`config.mk`:
```
export PLATFORM = sky130hd
export DESIGN_NAME = param_binary_search
export DESIGN_NICKNAME = d
export VERILOG_FILES = /design/src/rtl/bsearch_pkg.sv /design/src/rtl/param_binary_search.sv
export SDC_FILE = /design/constraint.sdc
export NUM_CORES = 1
export LEC_CHECK = 0
export CAP_MARGIN = 10
export CELL_PAD_IN_SITES_DETAIL_PLACEMENT = 0
export CELL_PAD_IN_SITES_GLOBAL_PLACEMENT = 2
export CORE_MARGIN = 5
export CORE_UTILIZATION = 30
export DETAILED_ROUTE_END_ITERATION = 10
export GPL_TIMING_DRIVEN = 0
export PLACE_DENSITY = 0.73
export SLEW_MARGIN = 20
export SYNTH_ARGS = -nofsm -noshare
export SYNTH_HDL_FRONTEND = slang
export SYNTH_SLANG_ARGS = --single-unit
```
`constraint.sdc`:
```
create_clock -name clk -period 3.85 [get_ports clk]
set_input_delay 0.77 -clock clk [delete_from_list [all_inputs] [get_ports clk]]
set_output_delay 0.77 -clock clk [all_outputs]
set_load 0.005 [all_outputs]
```
`src/rtl/bsearch_pkg.sv`:
```
// Shared types and helpers for the binary-search engine.
package bsearch_pkg;

  typedef enum logic [1:0] {
    IDLE = 2'd0,
    READ = 2'd1,
    CMP  = 2'd2,
    DONE = 2'd3
  } state_t;

  typedef enum logic {
    EXACT = 1'b0,
    LOWER = 1'b1
  } mode_t;

  // Midpoint of [lo, hi). The sum is formed in 32 bits so it cannot wrap
  // for any practical address width; callers truncate to ADDR_W+1 bits.
  function automatic logic [31:0] mid_of(input logic [31:0] lo, input logic [31:0] hi);
    return (lo + hi) >> 1;
  endfunction

endpackage

```
`src/rtl/param_binary_search.sv`:
```
// Width/depth-generic binary search over an external 1-cycle synchronous
// sorted memory. Exact mode stops on the first probe that hits; lower-bound
// mode always narrows to lo==hi and reports the insertion point.
// Optional feature macro: BSEARCH_PROBE_CNT_EN (probe counter on `probes`).
import bsearch_pkg::*;

module param_binary_search #(
  parameter int DATA_W = 8,
  parameter int ADDR_W = 5
) (
  input  logic              clk,
  input  logic              reset_n,
  input  logic              start,
  input  logic [DATA_W-1:0] key,
  input  logic              lower_mode,
  output logic [ADDR_W-1:0] mem_addr,
  input  logic [DATA_W-1:0] mem_rdata,
  output logic              busy,
  output logic              done,
  output logic              found,
  output logic              not_found,
  output logic [ADDR_W:0]   index,
  output logic [ADDR_W:0]   probes
);

  localparam logic [ADDR_W:0] DEPTH = {1'b1, {ADDR_W{1'b0}}};
  localparam logic [ADDR_W:0] ONE   = (ADDR_W+1)'(1);

  state_t            state, state_n;
  mode_t             mode_q;
  logic [DATA_W-1:0] key_q;
  logic [ADDR_W:0]   lo, hi, lo_n, hi_n, mid;
  logic [ADDR_W:0]   index_q, index_n;
  logic              hit, hit_n;
  logic              found_q, found_n;
  logic              busy_q, busy_n;
  logic              done_q, done_n;
  logic              latch;

  assign mid      = (ADDR_W+1)'(mid_of(32'(lo), 32'(hi)));
  assign mem_addr = mid[ADDR_W-1:0];

  // Next-state and next-register values for the whole search sequence.
  always_comb begin
    state_n = state;
    lo_n    = lo;
    hi_n    = hi;
    hit_n   = hit;
    index_n = index_q;
    found_n = found_q;
    busy_n  = busy_q;
    done_n  = done_q;
    latch   = 1'b0;
    case (state)
      IDLE: begin
        done_n = 1'b0;
        if (start) begin
          latch   = 1'b1;
          lo_n    = '0;
          hi_n    = DEPTH;
          hit_n   = 1'b0;
          index_n = '0;
          found_n = 1'b0;
          busy_n  = 1'b1;
          state_n = READ;
        end
      end
      READ: state_n = CMP;
      CMP: begin
        if (mode_q == EXACT && mem_rdata == key_q) begin
          index_n = mid;
          found_n = 1'b1;
          state_n = DONE;
        end else begin
          if (mem_rdata < key_q) begin
            lo_n = mid + ONE;
          end else begin
            hi_n  = mid;
            hit_n = (mem_rdata == key_q);
          end
          if (lo_n < hi_n) begin
            state_n = READ;
          end else begin
            index_n = lo_n;
            found_n = (mode_q == LOWER) ? hit_n : 1'b0;
            state_n = DONE;
          end
        end
      end
      DONE: begin
        // First DONE cycle posts the result; afterwards wait for start low
        // so a held start cannot retrigger a search.
        busy_n = 1'b0;
        if (!done_q) begin
          done_n = 1'b1;
        end else if (!start) begin
          done_n  = 1'b0;
          state_n = IDLE;
        end
      end
      default: state_n = IDLE;
    endcase
  end

  // State register.
  always_ff @(posedge clk or negedge reset_n) begin
    if (!reset_n) state <= IDLE;
    else          state <= state_n;
  end

  // Search range and result registers; reset clears any partial result.
  always_ff @(posedge clk or negedge reset_n) begin
    if (!reset_n) begin
      lo      <= '0;
      hi      <= '0;
      hit     <= 1'b0;
      index_q <= '0;
      found_q <= 1'b0;
      busy_q  <= 1'b0;
      done_q  <= 1'b0;
    end else begin
      lo      <= lo_n;
      hi      <= hi_n;
      hit     <= hit_n;
      index_q <= index_n;
      found_q <= found_n;
      busy_q  <= busy_n;
      done_q  <= done_n;
    end
  end

  // Request operands captured once at acceptance; later input changes are ignored.
  always_ff @(posedge clk) begin
    if (latch) begin
      key_q  <= key;
      mode_q <= mode_t'(lower_mode);
    end
  end

`ifdef BSEARCH_PROBE_CNT_EN
  logic [ADDR_W:0] probes_q;

  // Memory reads of the current/last search: cleared on accept, bumped per compare.
  always_ff @(posedge clk or negedge reset_n) begin
    if (!reset_n)                    probes_q <= '0;
    else if (state == IDLE && start) probes_q <= '0;
    else if (state == CMP)           probes_q <= probes_q + ONE;
  end

  assign probes = probes_q;
`else
  assign probes = '0;
`endif

  assign busy      = busy_q;
  assign done      = done_q;
  assign found     = found_q;
  assign not_found = done_q & ~found_q;
  assign index     = index_q;

endmodule
```
==> After elaboration in Yosys (flattened, before gate mapping) <==
Index checks and enable logic that the tools add are counted.
{ "totals": {"reg_bits": 33, "inputBits": 20, "out_inout_bits": 21} }
{ "op_classes": {"n_addsub": 2, "magnitude_cmp": 2, "eq_ne": 9, "n_mux": 35, "bitwise_logic": 3, "n_reduce_logical": 8} }
{ "ops": {"columns": ["cell", "count"], "rows": [
  ["two-way mux 6 bit", 12],
  ["one-hot mux 6 bit (2 select lines)", 3],
  ["two-way mux 1 bit", 10],
  ["two-way mux 2 bit", 5],
  ["AND reduction 3 bit", 3],
  ["== test 8 bit", 1],
  ["< comparator 8 bit", 1],
  ["!= test 2 bit, second input constant", 4],
  ["one-hot mux 1 bit (2 select lines)", 4],
  ["one-hot mux 2 bit (4 select lines)", 1],
  ["adder 6 x 6 -> 7 bit", 1],
  ["adder 6 x 1 -> 6 bit, second input constant", 1],
  ["< comparator 6 bit", 1],
  ["== test 2 bit, second input constant", 2],
  ["nonzero test 2 bit", 2],
  ["!= test 3 bit, second input constant", 1],
  ["== test 2 x 1 -> 1 bit, second input constant", 1],
  ["logical NOT 2 bit", 1],
  ["inverter 1 bit", 2],
  ["AND reduction 2 bit", 1],
  ["bitwise AND 1 bit", 1],
  ["logical AND 1 bit", 1]
]} }

==> Depth between registers and ports, before layout <==
{ "depth": {"ltp_word": 9, "mapped_depth": 18, "depth_no_buf": 16} }

==> Worst setup path before layout <==
No wires, ideal clock.
{ "synth_timing": {"path_type": "input to register", "from": "in mem_rdata[1]", "to": "reg found_q, in the netlist found", "arrival_ps": 3699, "required_ps": 3746, "setup_slack_ps": 47, "path_stages": 15, "path_cell_list": "ha_1 > nor2b_1 > o211ai_1 > a21oi_1 > nor2_2 > clkbuf_1 > a21oi_1 > ha_1 > a21o_1 > a21oi_1 > nand3_1 > nor2_1 > a21o_1 > a2111oi_0 > a221oi_1"} }
{ "synth_via": {"elab_chain_len": 7, "word_cells_on_any_way": 17, "classes_between": "2 x order compare; 2 x eq/ne; 11 x mux; 2 x reduce/logical"} }
{ "synth_rtl": {"columns": ["element", "line", "rtl"], "rows": [
  ["from (decl)", "param_binary_search.sv:17", "input logic [DATA_W-1:0] mem_rdata,"],
  ["< comparator 8 bit", "param_binary_search.sv:75", "if (mem_rdata < key_q) begin"],
  ["two-way mux 6 bit", "param_binary_search.sv:75", null],
  ["two-way mux 6 bit", "param_binary_search.sv:70", "if (mode_q == EXACT && mem_rdata == key_q) begin"],
  ["two-way mux 6 bit", "param_binary_search.sv:54", "case (state)"],
  ["< comparator 6 bit", "param_binary_search.sv:81", "if (lo_n < hi_n) begin"],
  ["!= test 3 bit (no source line)", null, null],
  ["AND reduction 3 bit (no source line)", null, null],
  ["to (signal assigned)", "param_binary_search.sv:126", "found_q <= found_n;"],
  ["to (decl)", "param_binary_search.sv:35", "logic found_q, found_n;"]
]} }
Several ways; a longest one is shown, not always the timed one. The select of a mux whose other input is x is not followed.
A chain may end at the register's enable or synchronous reset.

==> Final worst setup path <==
{ "layout_timing": {"from": "in mem_rdata[0]", "to": "reg index_q[3], in the netlist index[3]"} }
{ "layout_via": {"elab_chain_len": 7, "word_cells_on_any_way": 15, "classes_between": "2 x order compare; 2 x eq/ne; 9 x mux; 2 x reduce/logical"} }
{ "layout_rtl": {"columns": ["element", "line", "rtl"], "rows": [
  ["< comparator 8 bit", "param_binary_search.sv:75", null],
  ["two-way mux 6 bit", "param_binary_search.sv:75", null],
  ["two-way mux 6 bit", "param_binary_search.sv:70", null],
  ["two-way mux 6 bit", "param_binary_search.sv:54", null],
  ["< comparator 6 bit or two-way mux 6 bit (tied branches)", "param_binary_search.sv:81", null],
  ["!= test 3 bit (no source line) or two-way mux 6 bit (tied branches)", null, null],
  ["AND reduction 3 bit (no source line) or one-hot mux 6 bit (2 select lines) (tied branches)", null, null],
  ["to (signal assigned)", "param_binary_search.sv:125", "index_q <= index_n;"],
  ["to (decl)", "param_binary_search.sv:33", "logic [ADDR_W:0] index_q, index_n;"]
]} }
Several ways; a longest one is shown, not always the timed one. The select of a mux whose other input is x is not followed.

==> impl_metrics.ini <==
[outcome]
status = completed

[yosys]
ys_ff_latch = 33
ys.flop_type = dfrtp_1
async_flop_share = 0.727
synth_edf_count = 9
syn_inst = 267
netlist_area_mm2 = 0.00251
seq_area_frac_synth = 0.347
ys_types = 61
synth.avg_cell_area_um2 = 9.39
synth_warnings = 0

[route]
ant_nets = 0
via_per_inst = 5.06
drc = 0
finalWirelength_um = 7280
top_layer = met4
vias = 2274
drt_iter0_drc = 67
wl_per_cell_um = 16.2
wl_met3_um = 200
met2_wirelength_um = 3480
drtPass1Iterations = 4
wirelength_met1_um = 3510

[timing]
setup_violations = 0
clock_skew_ns = 0.00348
hold_slack_ns = 0.474
timing.fmax_ghz = 0.268
maxSlewViolCount = 0
finalHoldViolations = 0
period_needed_ns = 3.73
worstMarginPinSlew_ns = 0.836
min_period_over_period = 0.968
relSlewSlack = 0.441
rsz0062_at_grt = true
finalSetupTns_ns = 0

[floorplanning]
die_h_um = 101
row_count = 33
coreArea_mm2 = 0.00818
ios = 41
start_util = 0.307
fp.dieW_um = 101
dieArea_mm2 = 0.0103

[flow_run]
maxCapViolations = 0

[critical_path]
end_kind = register
path_delay_family = compound AO/OA/AOI/OAI gates
slowest_delay_ns = 0.45
reg2reg_slack_ns = 0.14
worstRegToRegCells = 17
critPathMaxFanout = 7
cp_slowest_cell = clkdlybuf4s50_1
critical_path_arrival_ns = 3.91
crit_top_cell = a21oi_4
worstPathCellList = clkdlybuf4s50_1, inv_1, ha_1, nor2b_1, o211ai_1, buf_4, a21oi_4, nor2_4, clkbuf_8, a21oi_2, ha_4, a21o_1, a21oi_4, nand3_4, a21oi_4, buf_12, a211oi_4, buf_4, a31o_2
required_ns = 4.03
crit_type = input port to register
r2r-end = index[3]
crit_path_start_kind = input port
critPathBufInv = 6
r2r_start = lo[0]

[finish]
post-route-util = 0.457
area_growth_pct = 48.9
diodes = 0
drive_above_1_share = 0.331
nets = 386

[power]
power_leakage_nw = 1.50
ir_drop_mv = 0.386
p_per_area_mw_per_mm2 = 943

[placed_design]
gp_congestion = 0.770
hpwl_um = 5180
io_buffers = 34

[clock_network]
cts_tree = built
clkTransAtPathRegs_ns = 0.07
insertion_delay_ns = 0.29
htreeDepth = 2
root_buffer = clkbuf_8
numCtsBuffers = 5
cts_hold_buf = 0
clock_sinks = 33
cts_buffer_depth = 2

[grt]
grtUsageTotal = 0.148
grt_max_degree = 25
grt_pass1_wl_um = 11900
grt_remaining_overflow = 0
grt_pass1_vias = 2251
antenna_found_initial = 0

[min_path]
hp-class = input port to asynchronous set/reset pin
[synth_stat cells, types with 2 or more instances]
cell type  number  share of area
nand2_1        34          0.051
dfrtp_1        24           0.24
ha_1           22           0.11
a21oi_1        21          0.042
inv_1          18          0.027
o21ai_0        15          0.030
nor2_1         12          0.018
edfxtp_1        9           0.11
o211ai_1        8          0.024
mux2i_1         7          0.028
buf_4           6          0.018
nand3_1         5          0.010
a21o_1          4          0.012
and3_1          4          0.010
clkbuf_1        4         0.0060
mux2_2          4          0.018
nand2b_1        4          0.010
a22o_1          3          0.010
a32o_1          3          0.012
buf_2           3         0.0060
nor2_2          3         0.0075
o2111ai_1       3          0.010
o221ai_1        3          0.010
xor2_1          3          0.010
a21oi_2         2         0.0070
a41oi_1         2         0.0070
nand3b_1        2         0.0060
nand4_1         2         0.0050
nor2b_1         2         0.0050
nor3_2          2         0.0080
o21ai_1         2         0.0040
xnor2_1         2         0.0070
[per-layer routing]
layer | global-route usage | up-vias
met3 | 0.0241 | 5
met5 | 0 | -
met1 | 0.206 | 1114
li1 | - | 1124
met4 | 0.0399 | 0
met2 | 0.237 | 31
[layout make-up]
| class | instances | area (um2) |
|---|---|---|
| Clock buffer | 5 | 68.8 |
| Sequential cell | 33 | 873 |
| Tap cell | 105 | 131 |
| Clock inverter | 3 | 17.5 |
| Timing Repair Buffer | 64 | 591 |
| Inverter | 18 | 67.6 |
| Buffer | 13 | 101 |
| Multi-Input combinational cell | 208 | 1880 |
| Fill cell | 812 | 4440 |
[layout by cell type, fill, tap and decap left out, types with 3 or more instances in the layout]
cell type,instances
a22o_1,3
mux2_2,4
buf_4,33
nand2b_1,4
nand3_1,4
nor2_1,9
nand2_1,33
dlygate4sd2_1,3
o221ai_1,3
nor2_4,5
a21oi_4,7
inv_1,18
clkdlybuf4s50_1,30
clkbuf_8,6
mux2i_1,6
ha_1,9
o21ai_0,14
ha_2,4
a32o_1,3
a21o_1,4
ha_4,9
a21oi_2,8
and3_4,3
a21oi_1,9
edfxtp_1,9
o211ai_1,8
conb_1,6
dfrtp_1,22
clkbuf_1,3
[cell families (layout without fill, tap and decap cells)]
logic type                 count (synthesis)  count (layout)  synth area share
xor gates and xnor gates                   5               5            0.0175
DFF                                       33              33             0.347
buffers and inverters                     31             103            0.0569
muxes                                     11              11            0.0459
and+or+nand+nor                           80              80             0.177
AOI/OAI and AO/OA                         83              83             0.236
other                                      1               6           0.00150
adders and majority gates                 23              23             0.118
[repair_timing]
item	4_1_cts	5_1_grt
endpoints found under the setup margin	8	8
pin swaps	27	17
hold endpoints to repair	0	0
gates cloned	0	1
buffers inserted	19	10
gates resized for setup	45	34
[through the flow]
step	cells	total power, mW	setup slack [ns]	cell area (um2)
floorplan	272	1.86	0.0471	2530
global route	449	3.82	-0.0369	3730
CTS	438	3.16	0.00564	3440
detailed placement	411	2.45	-1.13	2990
global placement	411	2.45	-1.14	3000
finish	449	3.52	0.122	3730
[registers in the layout (all words and copies together), names as in the netlist, 2 cells and up]
| register | cells |
|---|---|
| hi | 6 |
| lo | 6 |
| state | 2 |
| key_q | 8 |
| index | 6 |
[where the power goes]
part / leakage (nW) / internal, mW / switching (mW)
registers: 0.393 / 0.482 / 0.113
clock network: 0.0439 / 0.125 / 0.142
logic: 1.07 / 1.31 / 1.35
total: 1.50 / 1.92 / 1.61
[how the worst max path moves through the flow]
stage,startpoint,slack (ns),cells after the start,to
final,mem_rdata[0],0.12,19,index[3]
after global routing,mem_rdata[0],-0.04,18,index[4]
after CTS,mem_rdata[0],0.006,20,index[3]
after detailed placement,mem_rdata[1],-1.13,16,found
after global placement,mem_rdata[1],-1.14,16,found
after floorplan,mem_rdata[1],0.05,15,found
No activity file was read; power rests on OpenSTA's default activity.
